`src/rtl/unidade_controle_if.sv`:
```
// rtl/unidade_controle_if.sv - control bus between unidade_controle and the datapath
interface unidade_controle_if;
    logic        Run;
    logic [15:0] IR;
    logic        Gnz;
    logic        IRin;
    logic [7:0]  Rin;
    logic [7:0]  Rout;
    logic        Ain;
    logic        Gin;
    logic        Gout;
    logic        DINout;
    logic        AddSub;
    logic        Done;
    logic [1:0]  Tstep;

    // master is the controller side: it drives every datapath strobe
    modport master (
        input  Run, IR, Gnz,
        output IRin, Rin, Rout, Ain, Gin, Gout, DINout, AddSub, Done, Tstep
    );

    modport slave (
        output Run, IR, Gnz,
        input  IRin, Rin, Rout, Ain, Gin, Gout, DINout, AddSub, Done, Tstep
    );
endinterface

```
`src/rtl/unidade_controle.sv`:
```
// rtl/unidade_controle.sv - multicycle T0-T3 control unit for the 16-bit R0-R7/A/G datapath
module unidade_controle (
    input  logic              Clock,
    input  logic              Resetn,
    unidade_controle_if.master bus
);
    typedef enum logic [1:0] {
        T0 = 2'd0,
        T1 = 2'd1,
        T2 = 2'd2,
        T3 = 2'd3
    } step_t;

    localparam logic [2:0] OP_MV   = 3'b000;
    localparam logic [2:0] OP_MVI  = 3'b001;
    localparam logic [2:0] OP_ADD  = 3'b010;
    localparam logic [2:0] OP_SUB  = 3'b011;
    localparam logic [2:0] OP_MVNZ = 3'b100;

    step_t       r_step;
    step_t       w_step_next;

    logic [2:0]  w_op;
    logic [2:0]  w_x;
    logic [2:0]  w_y;
    logic [7:0]  w_x_hot;
    logic [7:0]  w_y_hot;
    logic        w_is_arith;

    logic        w_irin;
    logic [7:0]  w_rin;
    logic [7:0]  w_rout;
    logic        w_ain;
    logic        w_gin;
    logic        w_gout;
    logic        w_dinout;
    logic        w_addsub;
    logic        w_done;
    logic [1:0]  w_tstep;

    assign w_op       = bus.IR[15:13];
    assign w_x        = bus.IR[12:10];
    assign w_y        = bus.IR[9:7];
    assign w_x_hot    = 8'b0000_0001 << w_x;
    assign w_y_hot    = 8'b0000_0001 << w_y;
    assign w_is_arith = (w_op == OP_ADD) || (w_op == OP_SUB);

    always_ff @(posedge Clock) begin
        if (!Resetn) begin
            r_step <= T0;
        end else begin
            r_step <= w_step_next;
        end
    end

    // Outputs stay zero while Resetn is low so no write strobe escapes the reset cycle.
    always_comb begin
        w_step_next = T0;
        w_irin      = 1'b0;
        w_rin       = 8'h00;
        w_rout      = 8'h00;
        w_ain       = 1'b0;
        w_gin       = 1'b0;
        w_gout      = 1'b0;
        w_dinout    = 1'b0;
        w_addsub    = 1'b0;
        w_done      = 1'b0;
        w_tstep     = 2'd0;

        if (Resetn) begin
            case (r_step)
                T0: begin
                    w_tstep     = 2'd0;
                    w_irin      = bus.Run;
                    w_step_next = bus.Run ? T1 : T0;
                end
                T1: begin
                    w_tstep = 2'd1;
                    case (w_op)
                        OP_MV: begin
                            w_rout = w_y_hot;
                            w_rin  = w_x_hot;
                            w_done = 1'b1;
                        end
                        OP_MVI: begin
                            w_dinout = 1'b1;
                            w_rin    = w_x_hot;
                            w_done   = 1'b1;
                        end
                        OP_ADD, OP_SUB: begin
                            w_rout      = w_x_hot;
                            w_ain       = 1'b1;
                            w_step_next = T2;
                        end
                        OP_MVNZ: begin
                            w_done = 1'b1;
                            if (bus.Gnz) begin
                                w_rout = w_y_hot;
                                w_rin  = w_x_hot;
                            end
                        end
                        default: begin
                            w_done = 1'b1;
                        end
                    endcase
                end
                // T2/T3 with a non-arithmetic opcode means corrupted state: go quiet and refetch.
                T2: begin
                    if (w_is_arith) begin
                        w_tstep     = 2'd2;
                        w_rout      = w_y_hot;
                        w_gin       = 1'b1;
                        w_addsub    = w_op[0];
                        w_step_next = T3;
                    end
                end
                T3: begin
                    if (w_is_arith) begin
                        w_tstep = 2'd3;
                        w_gout  = 1'b1;
                        w_rin   = w_x_hot;
                        w_done  = 1'b1;
                    end
                end
                default: begin
                    w_step_next = T0;
                end
            endcase
        end
    end

    assign bus.IRin   = w_irin;
    assign bus.Rin    = w_rin;
    assign bus.Rout   = w_rout;
    assign bus.Ain    = w_ain;
    assign bus.Gin    = w_gin;
    assign bus.Gout   = w_gout;
    assign bus.DINout = w_dinout;
    assign bus.AddSub = w_addsub;
    assign bus.Done   = w_done;
    assign bus.Tstep  = w_tstep;
endmodule

```
`src/flat_wrapper.sv`:
```
// flat-port wrapper written by rule: the top's interface ports become plain ports
module unidade_controle_flat 
  (Clock, Resetn, bus_Run, bus_IR, bus_Gnz, bus_IRin, bus_Rin, bus_Rout, bus_Ain, bus_Gin, bus_Gout, bus_DINout, bus_AddSub, bus_Done, bus_Tstep);
  unidade_controle_if bus_i ();
  input  logic Clock;
  input  logic Resetn;
  input wire logic [$bits(bus_i.Run)-1:0] bus_Run;
  input wire logic [$bits(bus_i.IR)-1:0] bus_IR;
  input wire logic [$bits(bus_i.Gnz)-1:0] bus_Gnz;
  output wire logic [$bits(bus_i.IRin)-1:0] bus_IRin;
  output wire logic [$bits(bus_i.Rin)-1:0] bus_Rin;
  output wire logic [$bits(bus_i.Rout)-1:0] bus_Rout;
  output wire logic [$bits(bus_i.Ain)-1:0] bus_Ain;
  output wire logic [$bits(bus_i.Gin)-1:0] bus_Gin;
  output wire logic [$bits(bus_i.Gout)-1:0] bus_Gout;
  output wire logic [$bits(bus_i.DINout)-1:0] bus_DINout;
  output wire logic [$bits(bus_i.AddSub)-1:0] bus_AddSub;
  output wire logic [$bits(bus_i.Done)-1:0] bus_Done;
  output wire logic [$bits(bus_i.Tstep)-1:0] bus_Tstep;
  assign bus_i.Run = bus_Run;
  assign bus_i.IR = bus_IR;
  assign bus_i.Gnz = bus_Gnz;
  assign bus_IRin = bus_i.IRin;
  assign bus_Rin = bus_i.Rin;
  assign bus_Rout = bus_i.Rout;
  assign bus_Ain = bus_i.Ain;
  assign bus_Gin = bus_i.Gin;
  assign bus_Gout = bus_i.Gout;
  assign bus_DINout = bus_i.DINout;
  assign bus_AddSub = bus_i.AddSub;
  assign bus_Done = bus_i.Done;
  assign bus_Tstep = bus_i.Tstep;
  unidade_controle u_core (.Clock(Clock), .Resetn(Resetn), .bus(bus_i));
endmodule
```
`config.mk`:
```
export PLATFORM = sky130hd
export DESIGN_NAME = unidade_controle_flat
export DESIGN_NICKNAME = d
export VERILOG_FILES = /design/src/rtl/unidade_controle_if.sv /design/src/rtl/unidade_controle.sv /design/src/flat_wrapper.sv
export SDC_FILE = /design/constraint.sdc
export NUM_CORES = 1
export LEC_CHECK = 0
export ABC_AREA = 1
export CAP_MARGIN = 20
export CORE_MARGIN = 2
export CORE_UTILIZATION = 35
export DETAILED_ROUTE_END_ITERATION = 8
export PLACE_DENSITY = 0.74
export RECOVER_POWER = 100
export SYNTH_ARGS = -nofsm -noshare
export SYNTH_HDL_FRONTEND = slang
export SYNTH_SLANG_ARGS = --single-unit
```
`constraint.sdc`:
```
create_clock -name Clock -period 4.26 [get_ports Clock]
set_input_delay 1.065 -clock Clock [delete_from_list [all_inputs] [get_ports Clock]]
set_output_delay 1.065 -clock Clock [all_outputs]
set_load 0.02 [all_outputs]
```
# Word level (Yosys, flattened, before mapping)
# Index checks and enable logic that the tools add are counted.
[word_totals]
ff_bits = 2
inputBits = 20
wordCells = 51
[classes]
n_eq_ne = 7
n_shift = 2
muxes = 36
reduce_logical = 5
[op_table]
columns = ["op", "n"]
rows = [
  ["8-bit two-way mux", 6],
  ["8-bit one-hot mux with 2 select lines", 3],
  ["8-bit one-hot mux with 3 select lines", 1],
  ["1-bit two-way mux", 19],
  ["1-bit by 3-bit << shifter with 8-bit output (first input constant)", 2],
  ["2-bit two-way mux", 4],
  ["2-bit one-hot mux with 4 select lines", 1],
  ["3-bit by 2-bit == test with 1-bit output (second input constant)", 2],
  ["2-bit one-hot mux with 3 select lines", 1],
  ["2-bit == test (second input constant)", 2],
  ["2-bit OR reduction", 2],
  ["3-bit by 1-bit == test with 1-bit output (second input constant)", 1],
  ["3-bit == test (second input constant)", 1],
  ["3-bit logical NOT", 1],
  ["2-bit by 1-bit == test with 1-bit output (second input constant)", 1],
  ["2-bit logical NOT", 1],
  ["1-bit one-hot mux with 2 select lines", 1],
  ["1-bit logical OR", 1],
]

# Logic depth before layout (Yosys ltp)
[depth]
word_depth = 5
mapped_depth = 8
mapped_depth_nobuf = 8

# Worst setup path before layout
# No wires, ideal clock.
[synth_timing]
path_type = "in2out"
start = "in bus_IR[12]"
end = "out bus_Rout[7]"
arrival_time_ps = 1885
required_time_ps = 3195
slack_ps = 1310
path_stages = 7
path_buffers = 1
cell_sequence = "buf_4 inv_2 nor2_1 nand2_1 o21ai_1 nand2_1 a21oi_1"
[synth_via]
elab_chain_len = 4
[synth_lines]
columns = ["element", "line", "source"]
rows = [
  ["start: declaration", "flat_wrapper.sv:8", "input wire logic [$bits(bus_i.IR)-1:0] bus_IR;"],
  ["1-bit by 3-bit << shifter with 8-bit output", "unidade_controle.sv:44", "assign w_x_hot = 8'b0000_0001 << w_x;"],
  ["8-bit one-hot mux with 3 select lines", "unidade_controle.sv:79", "case (w_op)"],
  ["8-bit one-hot mux with 2 select lines", "unidade_controle.sv:71", "case (r_step)"],
  ["8-bit two-way mux", "unidade_controle.sv:70", "if (Resetn) begin"],
  ["end: declaration", "flat_wrapper.sv:12", "output wire logic [$bits(bus_i.Rout)-1:0] bus_Rout;"],
]
# Every way passes these cells.

# Worst setup path after layout
[layout_timing]
start = "in bus_IR[14]"
end = "out bus_Tstep[1]"
[layout_via]
elab_chain_len = 5
[layout_lines]
columns = ["element", "line", "source"]
rows = [
  ["3-bit by 2-bit == test with 1-bit output", "unidade_controle.sv:46", "assign w_is_arith = (w_op == OP_ADD) || (w_op == OP_SUB);"],
  ["1-bit logical OR *", "unidade_controle.sv:46", ""],
  ["2-bit two-way mux, on equally long branches", "unidade_controle.sv:118, unidade_controle.sv:109", ""],
  ["2-bit one-hot mux with 4 select lines *", "unidade_controle.sv:71", ""],
  ["2-bit two-way mux *", "unidade_controle.sv:70", ""],
  ["end: declaration", "flat_wrapper.sv:19", "output wire logic [$bits(bus_i.Tstep)-1:0] bus_Tstep;"],
]
# Mark *: on every way between the ends. The rest lies on a longest branch, timed or not.

==> impl_table.tex <==
\begin{tabular}{lr}
\hline
Metric & Value \\
\hline
\multicolumn{2}{l}{\textbf{Status}} \\
\quad Outcome & completed \\
\multicolumn{2}{l}{\textbf{Floorplan}} \\
\quad Horizontal die dimension & 49.5 um \\
\quad Core Footprint & 1960 um2 \\
\quad Effective utilization at floorplan & 36.9\% \\
\quad Die span in y & 49.5 um \\
\quad Number of top-level pins & 45 \\
\quad Total number of placement rows & 16 \\
\quad DIE AREA & 2450 um2 \\
\multicolumn{2}{l}{\textbf{Timing}} \\
\quad Final-layout worst hold slack & 742 ps \\
\quad RSZ-0062 raised after global routing & no \\
\quad Part of the cycle the worst path needs & 97.5\% \\
\quad Final number of hold-violating endpoints & 0 \\
\quad Peak clock frequency supported by timing & 241 MHz \\
\quad Fin. max-slew vios & 0 \\
\quad Worst clock skew & 0.902 ps \\
\quad Slew at the pin closest to its max-slew limit & 324 ps \\
\quad Setup TNS & 0 ps \\
\quad Final critical delay including setup and external delays & 4150 ps \\
\quad Setup violators final & 0 \\
\quad Final WS setup & 106 ps \\
\quad Max-slew headroom at the worst pin & 78.4\% \\
\multicolumn{2}{l}{\textbf{Pwr}} \\
\quad PnR Total Power & 0.116 mW \\
\quad Static Leak & 0.550 nW \\
\quad Power Dens Cells & 100 nW/um2 \\
\quad Maximum ir drop on the vdd rail & 0.000184 V \\
\multicolumn{2}{l}{\textbf{Synth}} \\
\quad Yosys top cell area share & 19.7\% \\
\quad Unique masters post-synth & 22 \\
\quad Post-synth EDFFs & 0 \\
\quad Fraction of synthesized area in multiplexers & 0\% \\
\quad Fraction of synthesized cell area in xor and xnor cells & 0\% \\
\quad Post-synthesis sequential area ratio & 5.54\% \\
\quad Simple-gate portion of the synthesized area & 58.0\% \\
\quad Area leader, netlist & sky130\_fd\_sc\_hd\_\_nand2\_1 \\
\quad Main area contributors after synthesis & sky130\_fd\_sc\_hd\_\_nand2\_1, sky130\_fd\_sc\_hd\_\_nor2\_1, sky130\_fd\_sc\_hd\_\_ha\_1, sky130\_fd\_sc\_hd\_\_nand3\_1, sky130\_fd\_sc\_hd\_\_inv\_1 \\
\quad Synth Instances & 131 \\
\quad Net count after synthesis & 156 \\
\quad Mean instance size in the synthesized netlist & 5.52 um2 \\
\quad Yosys warnings & 0 \\
\quad \#FFs+latches synth & 2 \\
\quad Proportion of register bits with asynchronous set or reset after synthesis & 0\% \\
\quad Predominant post-synthesis flop cell & sky130\_fd\_sc\_hd\_\_dfxtp\_1 \\
\quad Compound-gate portion of the synthesized area & 14.9\% \\
\quad Area share of fa/ha/maj cells after synthesis & 8.65\% \\
\quad Dominant combinational cell family by area after synthesis & simple AND/OR/NAND/NOR gates \\
\quad Combined area of all synthesized cells & 723 um2 \\
\multicolumn{2}{l}{\textbf{Global routing}} \\
\quad Number of antenna violations at the first check in global routing & 0 \\
\quad First-pass GRT wire length & 3400 um \\
\quad Final global-route overflow total & 0 \\
\quad Pin count of the biggest net entering global routing & 12 \\
\quad Overall track demand over capacity in global routing & 16.9\% \\
\quad Vias in the first global route & 835 \\
\multicolumn{2}{l}{\textbf{Setup path}} \\
\quad Count of cells along the worst register-to-register path & 6 \\
\quad Type of element launching the critical path & input port \\
\quad Critical setup path kind & input port to output port \\
\quad Setup slack on the worst flop-to-flop path & 2870 ps \\
\quad Critical path capture point type & output port \\
\quad Critical path peak fanout & 10 \\
\quad Data required time of the critical path & 3190 ps \\
\quad Reg-to-reg critical path endpoint & u\_core.r\_step[1]\$\_SDFF\_PN0\_ \\
\quad Worst Setup SP & bus\_IR[14] \\
\quad End point of the critical path & bus\_Tstep[1] \\
\quad Reg-to-reg startpoint & u\_core.r\_step[1]\$\_SDFF\_PN0\_ \\
\quad Arr. time, crit path & 3090 ps \\
\multicolumn{2}{l}{\textbf{Clock network}} \\
\quad Clock network latency to the later pin of the worst-skew pair & 210 ps \\
\quad Number of buffers added by the clock tree synthesis step & 3 \\
\quad Buffers from clock root to sink, at most & 2 \\
\quad H-tree lvl count & 1 \\
\quad Hold buffer count at cts & 0 \\
\quad Postcts setup bufs & 0 \\
\quad Count of clock tree sinks & 2 \\
\quad Clk pin slew, worst setup/hold paths & 30 ps \\
\quad Number of gates resized after cts & 0 \\
\quad Clock tree from TritonCTS & done \\
\quad Library cell used as clock root buffer & sky130\_fd\_sc\_hd\_\_clkbuf\_4 \\
\multicolumn{2}{l}{\textbf{Layout}} \\
\quad Nets & 199 \\
\quad Final cell area excluding filler cells & 1150 um2 \\
\quad Registers with the most flip-flops & u\_core.r\_step: 2 flops \\
\quad Largest register by flop count & u\_core.r\_step \\
\quad Largest register FFs & 2 \\
\quad Fraction of layout cells with a size suffix above 1 & 16.9\% \\
\quad Final antenna diode count & 0 \\
\quad Most frequent standard cell in the layout excluding fill and tap cells & sky130\_fd\_sc\_hd\_\_nand2\_1 \\
\quad Growth of design area from synthesis to finish & 59.5\% \\
\quad Most used cells in the layout excluding fill and tap cells & sky130\_fd\_sc\_hd\_\_nand2\_1, sky130\_fd\_sc\_hd\_\_dlygate4sd3\_1, sky130\_fd\_sc\_hd\_\_nor2\_1, sky130\_fd\_sc\_hd\_\_clkdlybuf4s50\_1, sky130\_fd\_sc\_hd\_\_inv\_1 \\
\multicolumn{2}{l}{\textbf{Placement}} \\
\quad Pre-CTS setup slack & 148 ps \\
\quad Area post-placement & 1110 um2 \\
\quad Final HPWL DP & 1610 um \\
\quad Final GP Congestion & 0.815 \\
\quad Number of port buffers & 37 \\
\multicolumn{2}{l}{\textbf{Route}} \\
\quad Final wirelength & 2000 um \\
\quad Remaining design rule violation count & 0 \\
\quad Vias & 914 \\
\quad Initial drt markers & 13 \\
\quad Wire per inst & 10.0 um \\
\quad Pre-antenna DRT Iters & 4 \\
\quad Count of antenna-violating nets left after detailed routing & 0 \\
\quad Vias per cell & 4.59 \\
\multicolumn{2}{l}{\textbf{Job}} \\
\quad Max Cap Violations & 0 \\
\multicolumn{2}{l}{\textbf{Min path}} \\
\quad Class of the tightest hold or removal check & flip-flop to flip-flop \\
\hline
\end{tabular}
-- power breakdown --
group / leakage (nW) / switching, mW / internal (mW)
logic: 0.520 / 0.0326 / 0.0231
clock network: 0.0138 / 0.00850 / 0.0309
registers: 0.0164 / 0.000942 / 0.0197
total: 0.550 / 0.0420 / 0.0737
-- worst min-delay path by stage --
| stage | start | endpoint | slack, ps | cells after the start |
|---|---|---|---|---|
| finish | u_core.r_step[1]$_SDFF_PN0_ | u_core.r_step[1]$_SDFF_PN0_ | 740 | 2 |
| global route | u_core.r_step[1]$_SDFF_PN0_ | u_core.r_step[1]$_SDFF_PN0_ | 780 | 2 |
| CTS | u_core.r_step[1]$_SDFF_PN0_ | u_core.r_step[1]$_SDFF_PN0_ | 750 | 2 |
| detailed placement | u_core.r_step[1]$_SDFF_PN0_ | u_core.r_step[1]$_SDFF_PN0_ | 740 | 2 |
| global placement | u_core.r_step[1]$_SDFF_PN0_ | u_core.r_step[1]$_SDFF_PN0_ | 720 | 2 |
| floorplan | u_core.r_step[1]$_SDFF_PN0_ | u_core.r_step[1]$_SDFF_PN0_ | 680 | 2 |
-- cell families after synthesis --
| family | Yosys count |
|---|---|
| adders and majority gates | 5 |
| DFF | 2 |
| buffers and inverters | 21 |
| and+or+nand+nor | 85 |
| AOI/OAI and AO/OA | 18 |
-- stage by stage --
| step | instances | util, % |
|---|---|---|
| after floorplan | 131 | - |
| after global placement | 193 | 56.5 |
| after detailed placement | 193 | 56.5 |
| after CTS | 196 | 57.7 |
| after global routing | 199 | 58.8 |
| final | 199 | 58.8 |
-- cells in the mapped netlist (2+ instances only) --
cell type / instances
sky130_fd_sc_hd__nand2_1: 38
sky130_fd_sc_hd__nor2_8: 2
sky130_fd_sc_hd__ha_1: 5
sky130_fd_sc_hd__or2_1: 2
sky130_fd_sc_hd__o21ai_1: 4
sky130_fd_sc_hd__o21ai_0: 2
sky130_fd_sc_hd__nand3_1: 11
sky130_fd_sc_hd__a21oi_1: 9
sky130_fd_sc_hd__nor2_1: 18
sky130_fd_sc_hd__buf_4: 2
sky130_fd_sc_hd__dfxtp_1: 2
sky130_fd_sc_hd__inv_1: 13
sky130_fd_sc_hd__nor2_4: 2
sky130_fd_sc_hd__nand2_2: 3
sky130_fd_sc_hd__inv_2: 5
sky130_fd_sc_hd__nor2_2: 7
-- per-layer routing --
layer / share of wire (%) / global-route usage [%] / vias up
met2: 50 / 31.1 / 27
met3: 4.9 / 2.12 / 0
li1: - / - / 493
met1: 45 / 21.1 / 394
met5: 0 / 0 / -
met4: 0 / 3.24 / 0
-- cell type report --
cell class	instances	area, um2
inverters	18	67.6
fillers	211	808
flip-flops and latches	2	40.0
clock buffers	3	22.5
repair buffers	41	400
well taps	27	33.8
multi-input cells	108	589
-- worst max-delay path: stages --
cell	delay (ps)
sky130_fd_sc_hd__clkdlybuf4s50_1	500
sky130_fd_sc_hd__inv_2	70
sky130_fd_sc_hd__nor2_4	240
sky130_fd_sc_hd__buf_4	170
sky130_fd_sc_hd__nand2_4	60
sky130_fd_sc_hd__nor2_8	130
sky130_fd_sc_hd__inv_2	50
sky130_fd_sc_hd__a21oi_2	110
sky130_fd_sc_hd__dlygate4sd3_1	680
(Power assumes the default switching activity.)
